===== config.mk =====
export PLATFORM = sky130hd
export DESIGN_NAME = mem_fifo_ctrl
export DESIGN_NICKNAME = d
export VERILOG_FILES = /design/src/rtl/mem_fifo_ctrl.sv
export SDC_FILE = /design/constraint.sdc
export NUM_CORES = 1
export LEC_CHECK = 0
export BUFFER_PORTS_ARGS = -buffer_cell sky130_fd_sc_hd__buf_2
export CAP_MARGIN = 20
export CORE_MARGIN = 4
export CORE_UTILIZATION = 44
export DETAILED_ROUTE_END_ITERATION = 10
export HOLD_SLACK_MARGIN = 0.15
export PLACE_DENSITY = 0.84
export SLEW_MARGIN = 10
export SYNTH_ARGS = -nofsm -noshare
export SYNTH_HDL_FRONTEND = slang
export SYNTH_SLANG_ARGS = --single-unit

===== constraint.sdc =====
create_clock -name clk -period 3.5 [get_ports clk]
set_input_delay 0.7 -clock clk [delete_from_list [all_inputs] [get_ports clk]]
set_output_delay 0.7 -clock clk [all_outputs]
set_load 0.02 [all_outputs]

===== src/rtl/mem_fifo_ctrl.sv =====
`default_nettype none
// ============================================================================
//  Module      : mem_fifo_ctrl
//  Description : Valid/ready FIFO controller driving an external dual-address
//                memory with combinational read. Owns the write/read pointers
//                and the memory occupancy count, and adds a one-word
//                registered output stage in front of the consumer.
//
//  Parameters  : ADDR_LEN  - memory address width
//                WORD_SIZE - data width
//                MEM_SIZE  - memory depth in words (2 .. 2**ADDR_LEN)
//
//  Ports       : clk, rst (async, active-high), flush (sync clear)
//                push_valid/push_ready/push_data - producer side
//                pop_valid/pop_ready/pop_data    - consumer side (registered)
//                count/empty/full                - status, from registers only
//                mem_w_addr/mem_w_en/mem_data_in - memory write port
//                mem_r_addr/mem_r_en/mem_data_out- memory read port
//
//  Options     : `define MEM_FIFO_MONITOR_EN compiles in simulation-only
//                push/pop trace and consistency checks.
//
//  Revision    : 1.0 - initial release
// ============================================================================
module mem_fifo_ctrl #(
    parameter int ADDR_LEN  = 5,
    parameter int WORD_SIZE = 32,
    parameter int MEM_SIZE  = 32
) (
    input  logic                  clk,
    input  logic                  rst,
    input  logic                  flush,
    input  logic                  push_valid,
    output logic                  push_ready,
    input  logic [WORD_SIZE-1:0]  push_data,
    output logic                  pop_valid,
    input  logic                  pop_ready,
    output logic [WORD_SIZE-1:0]  pop_data,
    output logic [ADDR_LEN:0]     count,
    output logic                  empty,
    output logic                  full,
    output logic [ADDR_LEN-1:0]   mem_w_addr,
    output logic                  mem_w_en,
    output logic [WORD_SIZE-1:0]  mem_data_in,
    output logic [ADDR_LEN-1:0]   mem_r_addr,
    output logic                  mem_r_en,
    input  logic [WORD_SIZE-1:0]  mem_data_out
);

    localparam logic [ADDR_LEN:0]   C_MEM_SIZE = (ADDR_LEN+1)'(MEM_SIZE);
    localparam logic [ADDR_LEN-1:0] C_LAST_PTR = ADDR_LEN'(MEM_SIZE - 1);

    logic [ADDR_LEN-1:0]  r_wr_ptr;
    logic [ADDR_LEN-1:0]  r_rd_ptr;
    logic [ADDR_LEN:0]    r_mem_cnt;
    logic                 r_out_valid;
    logic [WORD_SIZE-1:0] r_out_data;

    logic w_push_ready;
    logic w_push;
    logic w_pop;
    logic w_fetch;

    // Pointer increment with explicit wrap so non power-of-two depths work.
    function automatic logic [ADDR_LEN-1:0] f_next_ptr(input logic [ADDR_LEN-1:0] ptr);
        return (ptr == C_LAST_PTR) ? '0 : ptr + 1'b1;
    endfunction

    // push_ready looks only at registered occupancy, never at pop_ready, so a
    // full FIFO only reopens in the cycle after a fetch has freed a slot.
    assign w_push_ready = !flush && (r_mem_cnt < C_MEM_SIZE);
    assign w_push       = push_valid && w_push_ready;
    assign w_pop        = r_out_valid && pop_ready;
    // Fetch needs a stored word, so it can never coincide with a write to the
    // same address (that would require mem_cnt == 0).
    assign w_fetch      = !flush && (r_mem_cnt != '0) && (!r_out_valid || w_pop);

    assign push_ready  = w_push_ready;
    assign mem_w_en    = w_push;
    assign mem_w_addr  = r_wr_ptr;
    assign mem_data_in = push_data;
    assign mem_r_en    = w_fetch;
    assign mem_r_addr  = r_rd_ptr;

    assign pop_valid = r_out_valid;
    assign pop_data  = r_out_data;
    assign count     = r_mem_cnt + (ADDR_LEN+1)'(r_out_valid);
    assign empty     = (r_mem_cnt == '0) && !r_out_valid;
    assign full      = (r_mem_cnt == C_MEM_SIZE);

    always_ff @(posedge clk or posedge rst) begin
        if (rst) begin
            r_wr_ptr    <= '0;
            r_rd_ptr    <= '0;
            r_mem_cnt   <= '0;
            r_out_valid <= 1'b0;
            r_out_data  <= '0;
        end else if (flush) begin
            // A pop in this cycle still completes at the consumer; the
            // output stage is then simply dropped along with everything else.
            r_wr_ptr    <= '0;
            r_rd_ptr    <= '0;
            r_mem_cnt   <= '0;
            r_out_valid <= 1'b0;
        end else begin
            if (w_push) begin
                r_wr_ptr <= f_next_ptr(r_wr_ptr);
            end
            if (w_fetch) begin
                r_out_data  <= mem_data_out;
                r_out_valid <= 1'b1;
                r_rd_ptr    <= f_next_ptr(r_rd_ptr);
            end else if (w_pop) begin
                r_out_valid <= 1'b0;
            end
            case ({w_push, w_fetch})
                2'b10:   r_mem_cnt <= r_mem_cnt + 1'b1;
                2'b01:   r_mem_cnt <= r_mem_cnt - 1'b1;
                default: r_mem_cnt <= r_mem_cnt;
            endcase
        end
    end

`ifdef MEM_FIFO_MONITOR_EN
    always @(posedge clk) begin
        if (!rst) begin
            if (w_push) begin
                $display("[FIFO] push %0d %h", mem_w_addr, push_data);
            end
            if (w_pop) begin
                $display("[FIFO] pop %h", r_out_data);
            end
            if (r_mem_cnt > C_MEM_SIZE) begin
                $error("[FIFO] occupancy %0d exceeds depth %0d", r_mem_cnt, MEM_SIZE);
            end
            if (mem_w_en && mem_r_en && (mem_w_addr == mem_r_addr)) begin
                $error("[FIFO] simultaneous read and write at address %0d", mem_w_addr);
            end
        end
    end
`else
    // Monitor disabled: no simulation-only code.
`endif

endmodule
`default_nettype wire


# Yosys cells after proc, flatten, opt, wreduce, memory -nomap -nowiden
# Cells that the tools add are included.
dict set report op_classes {
  order_cmp 1
  bitwise_logic 1
  reduce_logical 16
  add_sub_neg 5
  muxes 11
  eq_ne 5
}
# operator n
set op_table {}
lappend op_table {{5-bit two-way mux} 6}
lappend op_table {{6-bit case mux with 2 select lines} 1}
lappend op_table {{5-bit by 1-bit adder with 5-bit output (second input constant)} 2}
lappend op_table {{5-bit equality test (second input constant)} 2}
lappend op_table {{6-bit by 1-bit adder with 6-bit output} 1}
lappend op_table {{6-bit by 1-bit adder with 6-bit output (second input constant)} 1}
lappend op_table {{6-bit equality test (second input constant)} 1}
lappend op_table {{1-bit logical AND} 6}
lappend op_table {{6-bit logical NOT} 1}
lappend op_table {{6-bit less-than comparator (second input constant)} 1}
lappend op_table {{6-bit two-way mux} 1}
lappend op_table {{3-bit nonzero test} 2}
lappend op_table {{6-bit nonzero test} 1}
lappend op_table {{6-bit by 1-bit subtractor with 6-bit output (second input constant)} 1}
lappend op_table {{2-bit nonzero test} 2}
lappend op_table {{1-bit two-way mux} 3}
lappend op_table {{2-bit by 1-bit equality test with 1-bit output (second input constant)} 1}
lappend op_table {{2-bit equality test (second input constant)} 1}
lappend op_table {{1-bit logical NOT} 2}
lappend op_table {{2-bit AND reduction} 1}
lappend op_table {{1-bit logical OR} 1}
lappend op_table {{1-bit inverter} 1}
dict set report totals {
  out_inout_bits 86
  wordCells 44
  inputBits 69
  reg_bits 49
}

# Longest topological paths before layout
dict set report depth {
  depth_word 6
  ltp_mapped 11
  depth_no_buf 9
}

# Least setup slack after synthesis
# OpenSTA, ideal clock, no wires.
dict set report synth_path {
  path_kind {in2reg}
  from {input pop_ready}
  to {register r_mem_cnt[4]}
  slack_ps 642
  setup_ps 69
  required_time_ps 3431
  path_buffers 2
  stages 9
  arrival_ps 2789
  cell_sequence {nor2b_1 buf_6 a211o_2 buf_2 nor2_1 ha_1 or4_1 or4_1 nand3_1}
}
dict set report synth_between {
  elab_chain_cells 6
  elab_cells_between_ends 8
  classes_between {eq/ne: 2; mux: 2; reduce/logical: 4}
}
# element line_no
set synth_lines {}
lappend synth_lines {{start: declaration} 37} ;# input logic pop_ready,
lappend synth_lines {{1-bit logical AND (*)} 73} ;# assign w_pop = r_out_valid && pop_ready;
lappend synth_lines {{1-bit logical OR (*)} 76} ;# assign w_fetch = !flush && (r_mem_cnt != '0) && (!r_out_valid || w_pop);
lappend synth_lines {{1-bit logical AND (*)} 76}
lappend synth_lines {{2-bit by 1-bit equality test with 1-bit output or 2-bit equality test (tied branches)} 116} ;# case ({w_push, w_fetch})
lappend synth_lines {{6-bit case mux with 2 select lines} 116}
lappend synth_lines {{6-bit two-way mux} 98} ;# end else if (flush) begin
lappend synth_lines {{end signal: assignment} 117} ;# 2'b10: r_mem_cnt <= r_mem_cnt + 1'b1;
lappend synth_lines {{end signal: assignment} 118} ;# 2'b01: r_mem_cnt <= r_mem_cnt - 1'b1;
lappend synth_lines {{end signal: assignment} 119} ;# default: r_mem_cnt <= r_mem_cnt;
lappend synth_lines {{end: declaration} 55} ;# logic [ADDR_LEN:0] r_mem_cnt;
# Every way passes the cells marked *; elsewhere a longest branch is shown, timed or not.
# A chain may end at the register's enable or synchronous reset.

# Worst setup path after layout
dict set report layout_path {
  from {register r_mem_cnt[1]}
  to {register r_mem_cnt[4]}
}
dict set report layout_between {
  elab_chain_cells 6
  elab_cells_between_ends 13
  classes_between {add/sub: 2; order compare: 1; eq/ne: 2; mux: 2; reduce/logical: 6}
}
# element line_no
set layout_lines {}
lappend layout_lines {{6-bit less-than comparator or 6-bit nonzero test (tied branches)} {71, 76}}
lappend layout_lines {{1-bit logical AND (on tied branches)} {71, 76}}
lappend layout_lines {{1-bit logical AND (on tied branches)} {72, 76}}
lappend layout_lines {{2-bit by 1-bit equality test with 1-bit output or 2-bit equality test (tied branches)} 116}
lappend layout_lines {{6-bit case mux with 2 select lines} 116}
lappend layout_lines {{6-bit two-way mux} 98}
# Several ways; a longest one is shown, not always the timed one.

==> flow_summary.toml <==
[run_status]
status = "complete, no violations"

[critical_path]
critical_path_required_ps = 3730
crit_path_end = "r_mem_cnt[4]$_DFFE_PP0P_"
reg2reg_depth = 7
path_max_fanout = 10
cp-startpoint = "r_mem_cnt[1]$_DFFE_PP0P_"
timing.rr.end = "r_mem_cnt[4]$_DFFE_PP0P_"
cp.arrival_ps = 2930
reg2reg_slack_ps = 810
critPathLaunchType = "flip-flop"
critPathKind = "flip-flop to flip-flop"
regToRegStartpoint = "r_mem_cnt[1]$_DFFE_PP0P_"
crit_path_end_kind = "flip-flop"

[detailed_routing]
drt_first_pass_iters = 4
wire_per_inst_microns = 13.3
drcViolationCount = 0
wl_microns = 5900
drt_iter0_markers = 130
drtAntennaViolNets = 0
drt-vias-per-instance = 5.12
vias = 2262

[timing]
fin_skew_ps = 9.65
finalCritPeriodShare = 0.769
worstMarginPinSlew_ps = 501
rsz0062_at_grt = "false"
finalMaxSlewViolations = 0
layout_min_cycle_time_ps = 2690
fmax_mhz = 371
finalSetupViolations = 0
slew_headroom = 0.665
tns_ps = 0
finalHoldViolCount = 0

[power]
p_leak_nw = 1.70
power_density_nw_per_um2 = 935
peakVddDrop_uv = 399
power.total_mw = 2.87

[die]
dieArea_sq_um = 7500
start_util = 0.457
die_w_microns = 86.6
die_h_microns = 86.6
core_sq_um = 5960
io_pins = 155
num_rows = 28

[global_routing]
grt.total_usage = 0.161
grt_pass1_wl_microns = 9870
antenna_found_initial = 0
grt_pass1_vias = 2243
grt_max_degree = 50
overflow = 0

[yosys]
synth-edff-count = 0
synthXorXnorAreaFrac = 0.0225
yosys.area_share.adder = 0.0414
synth.distinct_cells = 44
yosys.area_share.simple = 0.257
syn_area_per_cell_sq_um = 8.69
syn_area_sq_um = 2720
ys_seq_area_frac = 0.451
synth_compound_gate_area_share = 0.0819
async_flop_share = 1.00
synth_ff_type = "dfrtp_1"
syn_nets = 391
synth_top_family_by_area = "simple AND/OR/NAND/NOR gates"
synthMuxAreaShare = 0.0115
yosysWarnings = 0
ys_seq_elements = 49
syn_inst = 313

[final_layout]
final_common_cell = "nand2_1"
register_area_sq_um = 1230
fill_cells = 577
final_cell_mix = "nand2_1, buf_2, dfrtp_1, nor2_1, a21oi_1"
drive_above_1_share = 0.316
diodes = 0
area_growth_syn_to_layout_pct = 12.9
multi_input_area_sq_um = 1130
instances_no_fill = 442
nets = 444

[placement]
dp.cells = 433
gp_congestion = 0.893
io_buffers = 90
post-dp-hpwl_microns = 4260

[clocking]
clk_pin_slew_ps = 90
cts_max_level = 2
cts_resized = 0
clock-root-buffer = "clkbuf_8"
clk_latency_ps = 300
cts-hold-fix-buffers = 0
cts_tree = "built"
cts_buffers = 5
cts_sinks = 49
cts_setup_buffers = 0
clock_path_buffers = 2

[run]
drv_cap = 0

[hold_path]
hp-class = "primary input to async pin"
-- routing by layer --
layer / track usage / up-vias / part of all wire / wire length (microns)
met5: 0 / - / 0 / 0
met2: 0.271 / 80 / 0.49 / 2890
met3: 0.0475 / 14 / 0.068 / 398
li1: - / 1097 / - / -
met1: 0.193 / 1071 / 0.42 / 2470
met4: 0.0595 / 0 / 0.023 / 134
-- worst min-delay path by stage --
stage | end | slack [ps] | cells past startpoint
global placement | pop_data[6]$_DFFE_PP0P_ | 450 | 2
finish | mem_r_addr[3]$_DFFE_PP0P_ | 350 | 2
floorplan | pop_data[30]$_DFFE_PP0P_ | 580 | 2
CTS | pop_data[6]$_DFFE_PP0P_ | 480 | 2
global route | mem_r_addr[4]$_DFFE_PP0P_ | 370 | 2
detailed placement | pop_data[6]$_DFFE_PP0P_ | 460 | 2
-- layout make-up --
type,instances,area share
Inverter,3,0.00530
Multi-Input combinational cell,214,0.367
Clock buffer,6,0.0269
Tap cell,75,0.0306
Timing Repair Buffer,93,0.158
Clock inverter,2,0.0122
Sequential cell,49,0.400
-- cells in the mapped netlist (2+ instances only) --
master | n | area, sq um
nand2_1 | 108 | 405
dfrtp_1 | 49 | 1230
buf_4 | 32 | 240
nor2_1 | 19 | 71.3
a21oi_1 | 11 | 55.1
ha_1 | 9 | 113
o21ai_0 | 9 | 45.0
nor3_1 | 6 | 30.0
a31oi_1 | 4 | 25.0
buf_1 | 4 | 15.0
buf_6 | 4 | 45.0
nand3_1 | 4 | 20.0
or2_2 | 4 | 25.0
xnor2_1 | 4 | 35.0
clkbuf_1 | 3 | 11.3
nor2b_1 | 3 | 18.8
xor2_1 | 3 | 26.3
a32o_1 | 2 | 20.0
and3_1 | 2 | 12.5
and3_2 | 2 | 15.0
buf_2 | 2 | 10.0
clkbuf_8 | 2 | 27.5
inv_1 | 2 | 7.51
mux2i_1 | 2 | 20.0
nand2b_1 | 2 | 12.5
nand4_1 | 2 | 12.5
or4_1 | 2 | 15.0
-- flip-flops by register name, indices dropped and copies added, names as in the netlist --
name        count
pop_data       32
mem_r_addr      5
mem_w_addr      5
r_mem_cnt       6
pop_valid       1
-- per-stage QoR --
stage                     hold slack [ps]  area [sq um]  utilization  worst slack (ps)
after global routing                  373          3070        0.515               675
after global placement                453          2930        0.492               605
after detailed placement              457          2930        0.492               530
final                                 354          3070        0.515               808
after CTS                             480          3050        0.512               822
after floorplan                       581          2720            -               642
-- where the power goes --
group | internal [mW] | total, mW | switching, mW
clock | 0.232 | 0.418 | 0.185
sequential | 0.795 | 0.982 | 0.186
combinational | 0.506 | 1.47 | 0.965
-- critical path, stage by stage, from the launching register on --
cell and delay [ps]:
dfrtp_1 580, nor3_4 130, a211o_2 370, nor2_1 230, ha_1 330, or4_1 500
or4_1 410, nand3_1 90
-- cell families (layout without fill, tap and decap cells) --
| group | count (synthesis) | in the layout |
|---|---|---|
| AND/OR/NAND/NOR | 161 | 161 |
| flip-flops | 49 | 49 |
| AO/OA/AOI/OAI | 34 | 34 |
| adder cells (fa/ha/maj) | 9 | 9 |
| multiplexers | 3 | 3 |
| buffers and inverters | 50 | 104 |
| XOR/XNOR | 7 | 7 |
(Power assumes the default switching activity.)
